<file path="src/rtl/wb_dma_arbiter_pkg.sv">
// -----------------------------------------------------------------------------
// wb_arb_pkg
// Shared definitions for the two-master Wishbone B4 arbiter:
//   - arbiter state encoding (IDLE / GNT0 / GNT1)
//   - Wishbone cycle-type (CTI) constants
// -----------------------------------------------------------------------------
package wb_arb_pkg;

    localparam logic [1:0] IDLE = 2'd0;
    localparam logic [1:0] GNT0 = 2'd1;
    localparam logic [1:0] GNT1 = 2'd2;

    typedef enum logic [1:0] {
        ST_IDLE = IDLE,
        ST_GNT0 = GNT0,
        ST_GNT1 = GNT1
    } arb_state_e;

    localparam logic [2:0] CTI_CLASSIC = 3'b000;
    localparam logic [2:0] CTI_INCR    = 3'b010;
    localparam logic [2:0] CTI_EOB     = 3'b111;

    // One-hot grant vector for debug: bit0 = master 0, bit1 = master 1.
    function automatic logic [1:0] grant_onehot(arb_state_e st);
        return {st == ST_GNT1, st == ST_GNT0};
    endfunction

endpackage

</file>
<file path="src/rtl/wb_dma_arbiter_if.sv">
// -----------------------------------------------------------------------------
// wb_dma_arbiter_if
// One Wishbone B4 point-to-point link.
//   master modport : drives adr/dat_w/sel/we/cyc/stb/cti/bte, receives dat_r/ack/err
//   slave  modport : the reverse direction
// dat_w is master-to-slave write data, dat_r is slave-to-master read data.
// -----------------------------------------------------------------------------
interface wb_dma_arbiter_if #(
    parameter int AW = 32,
    parameter int DW = 32
);
    logic [AW-1:0]   adr;
    logic [DW-1:0]   dat_w;
    logic [DW-1:0]   dat_r;
    logic [DW/8-1:0] sel;
    logic            we;
    logic            cyc;
    logic            stb;
    logic [2:0]      cti;
    logic [1:0]      bte;
    logic            ack;
    logic            err;

    modport master (
        output adr, dat_w, sel, we, cyc, stb, cti, bte,
        input  dat_r, ack, err
    );

    modport slave (
        input  adr, dat_w, sel, we, cyc, stb, cti, bte,
        output dat_r, ack, err
    );
endinterface

</file>
<file path="src/rtl/wb_dma_arbiter_watchdog.sv">
// -----------------------------------------------------------------------------
// wb_ack_watchdog
// Counts consecutive cycles in which the granted master's strobe reaches the
// slave without ack or err. After TIMEOUT_CYCLES-1 such cycles a one-cycle
// registered pulse is produced; during that pulse the top forces s_stb low and
// reports err to the granted master. TIMEOUT_CYCLES must be >= 2.
// Ports:
//   clk, rst   : clock, asynchronous active-high reset
//   clr_i      : grant is changing this cycle; restart from zero
//   wait_i     : strobe presented with no ack/err this cycle
//   ack_i      : slave ack; an ack during the pulse cycle suppresses err
//   pulse_o    : raw timeout pulse (used to force s_stb low)
//   err_o      : timeout error toward the granted master
// -----------------------------------------------------------------------------
module wb_ack_watchdog #(
    parameter int TIMEOUT_CYCLES = 1024
) (
    input  logic clk,
    input  logic rst,
    input  logic clr_i,
    input  logic wait_i,
    input  logic ack_i,
    output logic pulse_o,
    output logic err_o
);
    localparam int             CW        = $clog2(TIMEOUT_CYCLES + 1);
    localparam logic [CW-1:0]  LAST_WAIT = CW'(TIMEOUT_CYCLES - 2);
    localparam logic [CW-1:0]  THRESHOLD = CW'(TIMEOUT_CYCLES - 1);

    logic [CW-1:0] cnt_q, cnt_d;
    logic          pulse_q, pulse_d;

    always_ff @(posedge clk or posedge rst) begin
        if (rst) begin
            cnt_q   <= '0;
            pulse_q <= 1'b0;
        end else begin
            cnt_q   <= cnt_d;
            pulse_q <= pulse_d;
        end
    end

    // The pulse is armed one cycle early so it lands on the cycle where the
    // count sits at the threshold. During that cycle s_stb is forced low, so
    // wait_i drops and the counter returns to zero on the following edge.
    always_comb begin
        cnt_d   = '0;
        pulse_d = 1'b0;
        if (!clr_i && wait_i) begin
            if (cnt_q == LAST_WAIT) begin
                cnt_d   = THRESHOLD;
                pulse_d = 1'b1;
            end else begin
                cnt_d = cnt_q + CW'(1);
            end
        end
    end

    assign pulse_o = pulse_q;
    // A late ack in the pulse cycle wins over the timeout.
    assign err_o   = pulse_q & ~ack_i;

endmodule

</file>
<file path="src/rtl/wb_dma_arbiter.sv">
// -----------------------------------------------------------------------------
// wb_dma_arbiter
// Two-master / one-slave Wishbone B4 arbiter. Master 0 is the CPU data bus,
// master 1 the SD controller DMA port; the slave is the memory bridge.
// Round-robin between masters, grant held for the full cyc so bursts and
// locked sequences are never split. A watchdog turns a missing slave ack
// into an err pulse toward the granted master.
// Ports:
//   wb_clk_i, wb_rst_i : clock, asynchronous active-high reset
//   m0, m1             : master links (arbiter acts as their slave)
//   s                  : slave link (arbiter acts as its master)
//   grant_o            : one-hot current grant, bit0 = m0, bit1 = m1
// -----------------------------------------------------------------------------
module wb_dma_arbiter
    import wb_arb_pkg::*;
#(
    parameter int AW             = 32,
    parameter int DW             = 32,
    parameter int TIMEOUT_CYCLES = 1024
) (
    input  logic              wb_clk_i,
    input  logic              wb_rst_i,
    wb_dma_arbiter_if.slave   m0,
    wb_dma_arbiter_if.slave   m1,
    wb_dma_arbiter_if.master  s,
    output logic [1:0]        grant_o
);

    arb_state_e state_q, state_d;
    logic       last_q, last_d;

    // ---------------- grant state register ----------------
    always_ff @(posedge wb_clk_i or posedge wb_rst_i) begin
        if (wb_rst_i) begin
            state_q <= ST_IDLE;
            last_q  <= 1'b1;        // m0 wins the first contention
        end else begin
            state_q <= state_d;
            last_q  <= last_d;
        end
    end

    // ---------------- next-state logic ----------------
    always_comb begin
        state_d = state_q;
        last_d  = last_q;
        case (state_q)
            ST_IDLE: begin
                if (m0.cyc && m1.cyc) begin
                    state_d = last_q ? ST_GNT0 : ST_GNT1;
                end else if (m0.cyc) begin
                    state_d = ST_GNT0;
                end else if (m1.cyc) begin
                    state_d = ST_GNT1;
                end
            end
            // Release only when the owner drops cyc; hand straight over to a
            // waiting master so there is no dead cycle.
            ST_GNT0: begin
                if (!m0.cyc) begin
                    last_d  = 1'b0;
                    state_d = m1.cyc ? ST_GNT1 : ST_IDLE;
                end
            end
            ST_GNT1: begin
                if (!m1.cyc) begin
                    last_d  = 1'b1;
                    state_d = m0.cyc ? ST_GNT0 : ST_IDLE;
                end
            end
            default: state_d = ST_IDLE;
        endcase
    end

    // ---------------- bus mux ----------------
    logic [AW-1:0]   s_adr;
    logic [DW-1:0]   s_dat_w;
    logic [DW/8-1:0] s_sel;
    logic            s_we, s_cyc, s_stb_raw, s_stb;
    logic [2:0]      s_cti;
    logic [1:0]      s_bte;
    logic [DW-1:0]   m0_dat_r, m1_dat_r;
    logic            m0_ack, m1_ack, m0_err, m1_err;
    logic            tmo_pulse, tmo_err;

    always_comb begin
        s_adr     = '0;
        s_dat_w   = '0;
        s_sel     = '0;
        s_we      = 1'b0;
        s_cyc     = 1'b0;
        s_stb_raw = 1'b0;
        s_cti     = CTI_CLASSIC;
        s_bte     = 2'b00;
        m0_dat_r  = '0;
        m1_dat_r  = '0;
        m0_ack    = 1'b0;
        m1_ack    = 1'b0;
        m0_err    = 1'b0;
        m1_err    = 1'b0;
        case (state_q)
            ST_GNT0: begin
                s_adr     = m0.adr;
                s_dat_w   = m0.dat_w;
                s_sel     = m0.sel;
                s_we      = m0.we;
                s_cyc     = m0.cyc;
                s_stb_raw = m0.stb;
                s_cti     = m0.cti;
                s_bte     = m0.bte;
                m0_dat_r  = s.dat_r;
                m0_ack    = s.ack;
                m0_err    = s.err | tmo_err;
            end
            ST_GNT1: begin
                s_adr     = m1.adr;
                s_dat_w   = m1.dat_w;
                s_sel     = m1.sel;
                s_we      = m1.we;
                s_cyc     = m1.cyc;
                s_stb_raw = m1.stb;
                s_cti     = m1.cti;
                s_bte     = m1.bte;
                m1_dat_r  = s.dat_r;
                m1_ack    = s.ack;
                m1_err    = s.err | tmo_err;
            end
            default: ;
        endcase
    end

    // Strobe is withheld from the slave in the timeout cycle so the stale
    // access is abandoned rather than completed.
    assign s_stb = s_stb_raw & ~tmo_pulse;

    assign s.adr   = s_adr;
    assign s.dat_w = s_dat_w;
    assign s.sel   = s_sel;
    assign s.we    = s_we;
    assign s.cyc   = s_cyc;
    assign s.stb   = s_stb;
    assign s.cti   = s_cti;
    assign s.bte   = s_bte;

    assign m0.dat_r = m0_dat_r;
    assign m0.ack   = m0_ack;
    assign m0.err   = m0_err;
    assign m1.dat_r = m1_dat_r;
    assign m1.ack   = m1_ack;
    assign m1.err   = m1_err;

    assign grant_o = grant_onehot(state_q);

    // ---------------- ack watchdog ----------------
    wb_ack_watchdog #(
        .TIMEOUT_CYCLES (TIMEOUT_CYCLES)
    ) u_watchdog (
        .clk     (wb_clk_i),
        .rst     (wb_rst_i),
        .clr_i   (state_d != state_q),
        .wait_i  (s_stb & ~s.ack & ~s.err),
        .ack_i   (s.ack),
        .pulse_o (tmo_pulse),
        .err_o   (tmo_err)
    );

endmodule

</file>
<file path="src/flat_wrapper.sv">
// flat-port wrapper written by rule: the top's interface ports become plain ports
module wb_dma_arbiter_flat import wb_arb_pkg::*;
#(
    parameter int AW             = 32,
    parameter int DW             = 32,
    parameter int TIMEOUT_CYCLES = 1024
)
  (wb_clk_i, wb_rst_i, grant_o, m0_adr, m0_dat_w, m0_sel, m0_we, m0_cyc, m0_stb, m0_cti, m0_bte, m0_dat_r, m0_ack, m0_err, m1_adr, m1_dat_w, m1_sel, m1_we, m1_cyc, m1_stb, m1_cti, m1_bte, m1_dat_r, m1_ack, m1_err, s_adr, s_dat_w, s_sel, s_we, s_cyc, s_stb, s_cti, s_bte, s_dat_r, s_ack, s_err);
  wb_dma_arbiter_if #(.AW(AW), .DW(DW)) m0_i ();
  wb_dma_arbiter_if #(.AW(AW), .DW(DW)) m1_i ();
  wb_dma_arbiter_if #(.AW(AW), .DW(DW)) s_i ();
  input  logic wb_clk_i;
  input  logic wb_rst_i;
  output logic [1:0] grant_o;
  input wire logic [$bits(m0_i.adr)-1:0] m0_adr;
  input wire logic [$bits(m0_i.dat_w)-1:0] m0_dat_w;
  input wire logic [$bits(m0_i.sel)-1:0] m0_sel;
  input wire logic [$bits(m0_i.we)-1:0] m0_we;
  input wire logic [$bits(m0_i.cyc)-1:0] m0_cyc;
  input wire logic [$bits(m0_i.stb)-1:0] m0_stb;
  input wire logic [$bits(m0_i.cti)-1:0] m0_cti;
  input wire logic [$bits(m0_i.bte)-1:0] m0_bte;
  output wire logic [$bits(m0_i.dat_r)-1:0] m0_dat_r;
  output wire logic [$bits(m0_i.ack)-1:0] m0_ack;
  output wire logic [$bits(m0_i.err)-1:0] m0_err;
  input wire logic [$bits(m1_i.adr)-1:0] m1_adr;
  input wire logic [$bits(m1_i.dat_w)-1:0] m1_dat_w;
  input wire logic [$bits(m1_i.sel)-1:0] m1_sel;
  input wire logic [$bits(m1_i.we)-1:0] m1_we;
  input wire logic [$bits(m1_i.cyc)-1:0] m1_cyc;
  input wire logic [$bits(m1_i.stb)-1:0] m1_stb;
  input wire logic [$bits(m1_i.cti)-1:0] m1_cti;
  input wire logic [$bits(m1_i.bte)-1:0] m1_bte;
  output wire logic [$bits(m1_i.dat_r)-1:0] m1_dat_r;
  output wire logic [$bits(m1_i.ack)-1:0] m1_ack;
  output wire logic [$bits(m1_i.err)-1:0] m1_err;
  output wire logic [$bits(s_i.adr)-1:0] s_adr;
  output wire logic [$bits(s_i.dat_w)-1:0] s_dat_w;
  output wire logic [$bits(s_i.sel)-1:0] s_sel;
  output wire logic [$bits(s_i.we)-1:0] s_we;
  output wire logic [$bits(s_i.cyc)-1:0] s_cyc;
  output wire logic [$bits(s_i.stb)-1:0] s_stb;
  output wire logic [$bits(s_i.cti)-1:0] s_cti;
  output wire logic [$bits(s_i.bte)-1:0] s_bte;
  input wire logic [$bits(s_i.dat_r)-1:0] s_dat_r;
  input wire logic [$bits(s_i.ack)-1:0] s_ack;
  input wire logic [$bits(s_i.err)-1:0] s_err;
  assign m0_i.adr = m0_adr;
  assign m0_i.dat_w = m0_dat_w;
  assign m0_i.sel = m0_sel;
  assign m0_i.we = m0_we;
  assign m0_i.cyc = m0_cyc;
  assign m0_i.stb = m0_stb;
  assign m0_i.cti = m0_cti;
  assign m0_i.bte = m0_bte;
  assign m0_dat_r = m0_i.dat_r;
  assign m0_ack = m0_i.ack;
  assign m0_err = m0_i.err;
  assign m1_i.adr = m1_adr;
  assign m1_i.dat_w = m1_dat_w;
  assign m1_i.sel = m1_sel;
  assign m1_i.we = m1_we;
  assign m1_i.cyc = m1_cyc;
  assign m1_i.stb = m1_stb;
  assign m1_i.cti = m1_cti;
  assign m1_i.bte = m1_bte;
  assign m1_dat_r = m1_i.dat_r;
  assign m1_ack = m1_i.ack;
  assign m1_err = m1_i.err;
  assign s_adr = s_i.adr;
  assign s_dat_w = s_i.dat_w;
  assign s_sel = s_i.sel;
  assign s_we = s_i.we;
  assign s_cyc = s_i.cyc;
  assign s_stb = s_i.stb;
  assign s_cti = s_i.cti;
  assign s_bte = s_i.bte;
  assign s_i.dat_r = s_dat_r;
  assign s_i.ack = s_ack;
  assign s_i.err = s_err;
  wb_dma_arbiter #(.AW(AW), .DW(DW), .TIMEOUT_CYCLES(TIMEOUT_CYCLES)) u_core (.wb_clk_i(wb_clk_i), .wb_rst_i(wb_rst_i), .m0(m0_i), .m1(m1_i), .s(s_i), .grant_o(grant_o));
endmodule
</file>
<file path="config.mk">
export PLATFORM = sky130hd
export DESIGN_NAME = wb_dma_arbiter_flat
export DESIGN_NICKNAME = d
export VERILOG_FILES = /design/src/rtl/wb_dma_arbiter_pkg.sv /design/src/rtl/wb_dma_arbiter_if.sv /design/src/rtl/wb_dma_arbiter_watchdog.sv /design/src/rtl/wb_dma_arbiter.sv /design/src/flat_wrapper.sv
export SDC_FILE = /design/constraint.sdc
export NUM_CORES = 1
export LEC_CHECK = 0
export ABC_CLOCK_PERIOD_IN_PS = 2250
export CORE_AREA = 5 5 125 127
export CTS_CLUSTER_DIAMETER = 80
export DETAILED_ROUTE_END_ITERATION = 8
export DIE_AREA = 0 0 130 132
export DONT_BUFFER_PORTS = 1
export GPL_TIMING_DRIVEN = 0
export HOLD_SLACK_MARGIN = 0.1
export PLACE_DENSITY = 0.38
export SLEW_MARGIN = 40
export SYNTH_ARGS = -nofsm -noshare
export SYNTH_HDL_FRONTEND = slang
export SYNTH_SLANG_ARGS = --single-unit
</file>
<file path="constraint.sdc">
create_clock -name wb_clk_i -period 2.25 [get_ports wb_clk_i]
set_clock_uncertainty 0.15 [all_clocks]
set_input_delay 0.225 -clock wb_clk_i [delete_from_list [all_inputs] [get_ports wb_clk_i]]
set_output_delay 0.225 -clock wb_clk_i [all_outputs]
set_load 0.02 [all_outputs]
</file>
### After elaboration in Yosys (flattened, before gate mapping)

Cells that the tools add are included.

* register bits after elaboration: 15
* input bits: 188
* output and inout bits: 146
* word-level logic and storage cells: 55

* add/sub/neg operators: 1
* equality and inequality tests: 6
* mux-type cells: 30
* bitwise gates (word level): 8
* reductions and logical operators: 6

Operators with widths (number)
* case mux 32 bit (2 select lines): 2
* two-way mux 32 bit: 2
* two-way mux 11 bit: 2
* two-way mux 2 bit: 7
* adder 11 x 1 -> 11 bit, second input constant: 1
* == test 11 x 10 -> 1 bit, second input constant: 1
* two-way mux 1 bit: 9
* case mux 1 bit (2 select lines): 4
* case mux 4 bit (2 select lines): 1
* case mux 2 bit (3 select lines): 1
* case mux 3 bit (2 select lines): 1
* AND 1 bit: 4
* inequality test 2 bit, second input constant: 2
* case mux 2 bit (2 select lines): 1
* NOT 1 bit: 3
* AND reduction 3 bit: 1
* == test 2 x 1 -> 1 bit, second input constant: 1
* == test 2 bit, second input constant: 1
* logical AND 1 bit: 2
* zero test 2 bit: 1
* inequality test 2 bit: 1
* nonzero test 2 bit: 1
* zero test 1 bit: 1
* bitwise OR 1 bit: 1

### Logic depth before layout (Yosys ltp)

* word-level depth: 8
* depth in mapped cells: 9
* gate-level depth less buffers: 7

### By module

A second synthesis with hierarchy kept.

* cells, all modules: 354
* area total of the unflattened synthesis: 2561.2 µm²

By module, submodules not included
* wb_dma_arbiter: instances 1, cells an instance 291, area each 1924.3 µm², seq. area each 76.3 µm²
* wb_ack_watchdog: instances 1, cells an instance 63, area each 636.9 µm², seq. area each 300.3 µm²

### Least setup slack after synthesis

OpenSTA, ideal clock, no wires.

* kind: register to register
* from: register u_core.state_q[0]
* to: register u_core.u_watchdog.pulse_q (netlist: u_core.u_watchdog.pulse_o)
* setup time: 0.084 ns
* arrival time: 2.261 ns
* required time: 2.016 ns
* setup slack: -0.245 ns
* cell stages (with the launch flop): 10
* buffers on the path: 2
* clock period less this slack: 2.495 ns
* path through: dfrtp_1 -> inv_1 -> ha_1 -> buf_4 -> a22oi_1 -> nor3b_2 -> or4b_1 -> a221o_1 -> buf_6 -> nor2_1

* elaborated cells between the ends (all ways): 17
* classes of those cells: 3 x eq/ne; 8 x mux; 3 x bitwise; 3 x reduce/logical

RTL lines
* start, declared: line wb_dma_arbiter.sv:29 `arb_state_e state_q, state_d;`
* start signal, assigned: line wb_dma_arbiter.sv:38 `state_q <= state_d;`
* == test 2 bit / == test 2 x 1 -> 1 bit (equally long branches): line wb_dma_arbiter.sv:101 `case (state_q)`
* case mux 1 bit (2 select lines) *: line wb_dma_arbiter.sv:101
* AND 1 bit *: line wb_dma_arbiter.sv:134 `assign s_stb = s_stb_raw & ~tmo_pulse;`
* named net s_stb: line flat_wrapper.sv:42 `output wire logic [$bits(s_i.stb)-1:0] s_stb;`
* AND 1 bit * (2 in series): line wb_dma_arbiter.sv:161 `.wait_i (s_stb & ~s.ack & ~s.err),`
* logical AND 1 bit *: line wb_dma_arbiter_watchdog.sv:49 `if (!clr_i && wait_i) begin`
* two-way mux 1 bit *: line wb_dma_arbiter_watchdog.sv:49
* named net u_core.u_watchdog.pulse_d: line wb_dma_arbiter_watchdog.sv:31 `logic pulse_q, pulse_d;`
* end signal, assigned: line wb_dma_arbiter_watchdog.sv:39 `pulse_q <= pulse_d;`
* end, declared: line wb_dma_arbiter_watchdog.sv:31

Mark *: on every way through the listed nets, which the timed path passes. The rest lies on a longest branch.
A chain may end at the register's enable or synchronous reset.

### Final worst setup path

* from: register u_core.state_q[1]
* to: register u_core.u_watchdog.cnt_q[6]

* elaborated cells between the ends (all ways): 17
* classes of those cells: 3 x eq/ne; 8 x mux; 3 x bitwise; 3 x reduce/logical

RTL lines
* == test 2 bit / == test 2 x 1 -> 1 bit (equally long branches): line wb_dma_arbiter.sv:101
* case mux 1 bit (2 select lines) *: line wb_dma_arbiter.sv:101
* AND 1 bit *: line wb_dma_arbiter.sv:134
* named net s_stb: line flat_wrapper.sv:42
* AND 1 bit * (2 in series): line wb_dma_arbiter.sv:161
* logical AND 1 bit *: line wb_dma_arbiter_watchdog.sv:49
* two-way mux 11 bit *: line wb_dma_arbiter_watchdog.sv:49
* named net u_core.u_watchdog.cnt_d[6]: line wb_dma_arbiter_watchdog.sv:30 `logic [CW-1:0] cnt_q, cnt_d;`
* end signal, assigned: line wb_dma_arbiter_watchdog.sv:38 `cnt_q <= cnt_d;`
* end, declared: line wb_dma_arbiter_watchdog.sv:30

Marked as above.

==> results by group <==
Logic synthesis
  • Primary FF master, synth: dfrtp_1
  • Syn nets: 551
  • Syn Inst Count: 356
  • Post-Synth Simple-Gate Area: 0.424
  • Adder-cell share of the synthesized area: 0.0342
  • Yosys Warn Count: 0
  • Synth async-reset ratio: 1.00
  • EDFF count, synth: 0
  • Syn avg cell area: 7.20 µm²
  • FF+latch count, synth: 15
  • Synth Area in Compound Gates: 0.295
  • Post-synthesis sequential area ratio: 0.147
  • Area of the mapped netlist: 2560 µm²
  • Post-synthesis mux area share: 0.00781
  • XOR/XNOR Fraction of Synth Area: 0.0205
  • Count of different cell masters after synthesis: 39
  • Main combinational cell family by area after synthesis: simple AND/OR/NAND/NOR gates

Routing
  • Vias per cell: 5.30
  • ANT nets after route: 0
  • WL final: 15100 µm
  • Initial DRT Pass Iterations: 5
  • Drt drc: 0
  • Iter 0 DRT Violations: 200
  • Avg WL per Cell: 27.2 µm
  • Via count: 2940

Final layout
  • Final std cell area, no fill: 3840 µm²
  • Fraction of layout instances using a drive strength above 1: 0.604
  • Most common cell after layout, fill and taps aside: a22oi_1
  • Diode count: 0
  • Commonest non-fill, non-tap cells in the layout: a22oi_1, nor2b_4, nor2b_2, and2_2, a22oi_2
  • Synth-to-layout area growth: 49.9%
  • Fillers: 1569
  • Nets: 567

Outcome
  • Violated checks: setup timing
  • Status: finished, violations left

Power and ir drop
  • Leak: 1.38 nW
  • Max IR drop VDD: 571 µV
  • Pwr dens: 1580 nW/µm²

Clock tree
  • CTS Buf Count: 3
  • Clock Latency Late Sink: 0.24 ns
  • Clk sinks: 15
  • Clock Tree Buf Depth: 2
  • CTS tree: done
  • CTS HTree Levels: 1
  • Clock transition at path regs: 0.05 ns
  • Root Driver: clkbuf_16

Global route
  • Initial antenna violation count: 4
  • Global-route wire length before repair: 20800 µm
  • Number of global-route vias before repair: 3055
  • Largest net degree at the start of global routing: 16
  • GRT Overall Usage: 0.159
  • Global route overflow: 0

STA
  • Setup-failing EPs final: 15
  • Pin slew with the least headroom to its limit: 0.658 ns
  • Period Utilization, post-route: 1.09
  • Final Max Slew Viols: 0
  • RSZ-0062 raised after global routing: true
  • Fin crit period: 2.46 ns
  • Final Worst Setup Slack: -0.208 ns
  • Fmax: 407 MHz
  • Hold_ws: 0.243 ns
  • Fin. Hold Viols: 0
  • Relative slew slack: 0.561

Setup path
  • Critical path class: flop to flop
  • CP startpoint kind: flop
  • Critical path peak fanout: 5
  • CP endpoint kind: flop
  • Req. time, crit path: 2.27 ns
  • Crit path DAT: 2.48 ns

Floorplanning
  • Die height: 132 µm
  • Io pins: 334
  • Core ar.: 14300 µm²
  • Die Wd: 130 µm
  • Die area: 17200 µm²
  • Initial core utilization: 0.179
  • Cell Rows: 44

Run
  • Max_cap viols: 0

Min path
  • Worst Hold Class: primary input to flop

Placement
  • Post-Place Cell Area: 2820 µm²
  • Number of buffers added on ports: 0
  • Hpwl dp: 12300 µm
  • GP Congestion: 0.890
cells in the mapped netlist (all sizes together) (4+ instances only):
| library cell | instances | area share |
|---|---|---|
| xor2 | 4 | 0.014 |
| a21oi | 14 | 0.038 |
| nand2 | 7 | 0.010 |
| clkbuf | 29 | 0.042 |
| buf | 8 | 0.019 |
| nor2b | 76 | 0.19 |
| and2 | 67 | 0.16 |
| a22oi | 75 | 0.22 |
| dfrtp | 14 | 0.14 |
| ha | 7 | 0.034 |
| inv | 7 | 0.010 |
| nor2 | 13 | 0.019 |
worst max-delay path, stage by stage, from the launching register on:
cell,delay (ns)
dfrtp_2,0.45
inv_4,0.10
ha_4,0.15
a22oi_2,0.07
nor3b_4,0.31
or4b_4,0.51
a221o_1,0.36
buf_6,0.18
a21oi_2,0.10
stage by stage:
step,worst slack (ns),TNS [ns],power (mW),utilization,instances
floorplan,-0.123,-1.22,3.31,-,356
global placement,-1.03,-91.72,4.14,0.197,540
detailed placement,-1.06,-94.40,4.16,0.197,540
CTS,-0.220,-3.68,5.71,0.253,554
global route,-0.297,-6.07,6.42,0.268,555
finish,-0.208,-2.20,6.08,0.268,555
state kept, by name (all words and copies together) (netlist names):
signal,cells
u_core.last_q,1
u_core.u_watchdog.pulse_o,1
u_core.state_q,2
u_core.u_watchdog.cnt_q,11
power breakdown:
group / switching (mW) / internal (mW)
Clock: 0.114 / 0.240
Combinational: 3.12 / 2.26
Sequential: 0.0409 / 0.307
Total: 3.27 / 2.81
area by class of cell:
class,instances,area (µm²),share of cell area
repair buffers,14,111,0.0290
clock buffers,4,78.8,0.0205
multi-input cells,297,2680,0.698
plain buffers,34,328,0.0853
well taps,184,230,0.0599
flip-flops and latches,15,379,0.0987
inverters,7,31.3,0.00814
layer usage:
metal / wire length, µm / vias up / track usage
met2: 7490 / 182 / 0.264
met1: 5870 / 1443 / 0.199
met4: 246 / 8 / 0.0214
li1: - / 1279 / -
met3: 1420 / 28 / 0.0604
met5: 45 / - / 0
cell families (layout without fill, tap and decap cells):
kind of cell	after synthesis	after routing
and+or+nand+nor	180	180
adders and majority gates	7	7
DFF	15	15
muxes	2	2
AOI/OAI and AO/OA	102	102
buffers and inverters	44	59
xor gates and xnor gates	6	6
worst paths after layout:
path                                            start                          to  slack (ns)  cells past startpoint
setup / recovery                    u_core.state_q[1]  u_core.u_watchdog.cnt_q[6]       -0.21                      8
hold / removal                                 m0_cyc               u_core.last_q        0.24                      3
setup reg to reg                    u_core.state_q[1]  u_core.u_watchdog.cnt_q[6]       -0.21                      8
hold reg to reg            u_core.u_watchdog.cnt_q[0]  u_core.u_watchdog.cnt_q[0]        0.38                      1
max in group asynchronous                    wb_rst_i           u_core.state_q[1]        1.12                      2
min in group asynchronous                    wb_rst_i   u_core.u_watchdog.pulse_o        0.37                      2
repair_timing:
action,4_1_cts,5_1_grt
cloned,1,0
endpoints found under the setup margin,156,149
hold buffers,1,0
gates resized for setup,234,91
pin swaps,9,4
setup buffers,10,2
endpoints found under the hold margin,14,0
No activity file was read; power rests on OpenSTA's default activity.
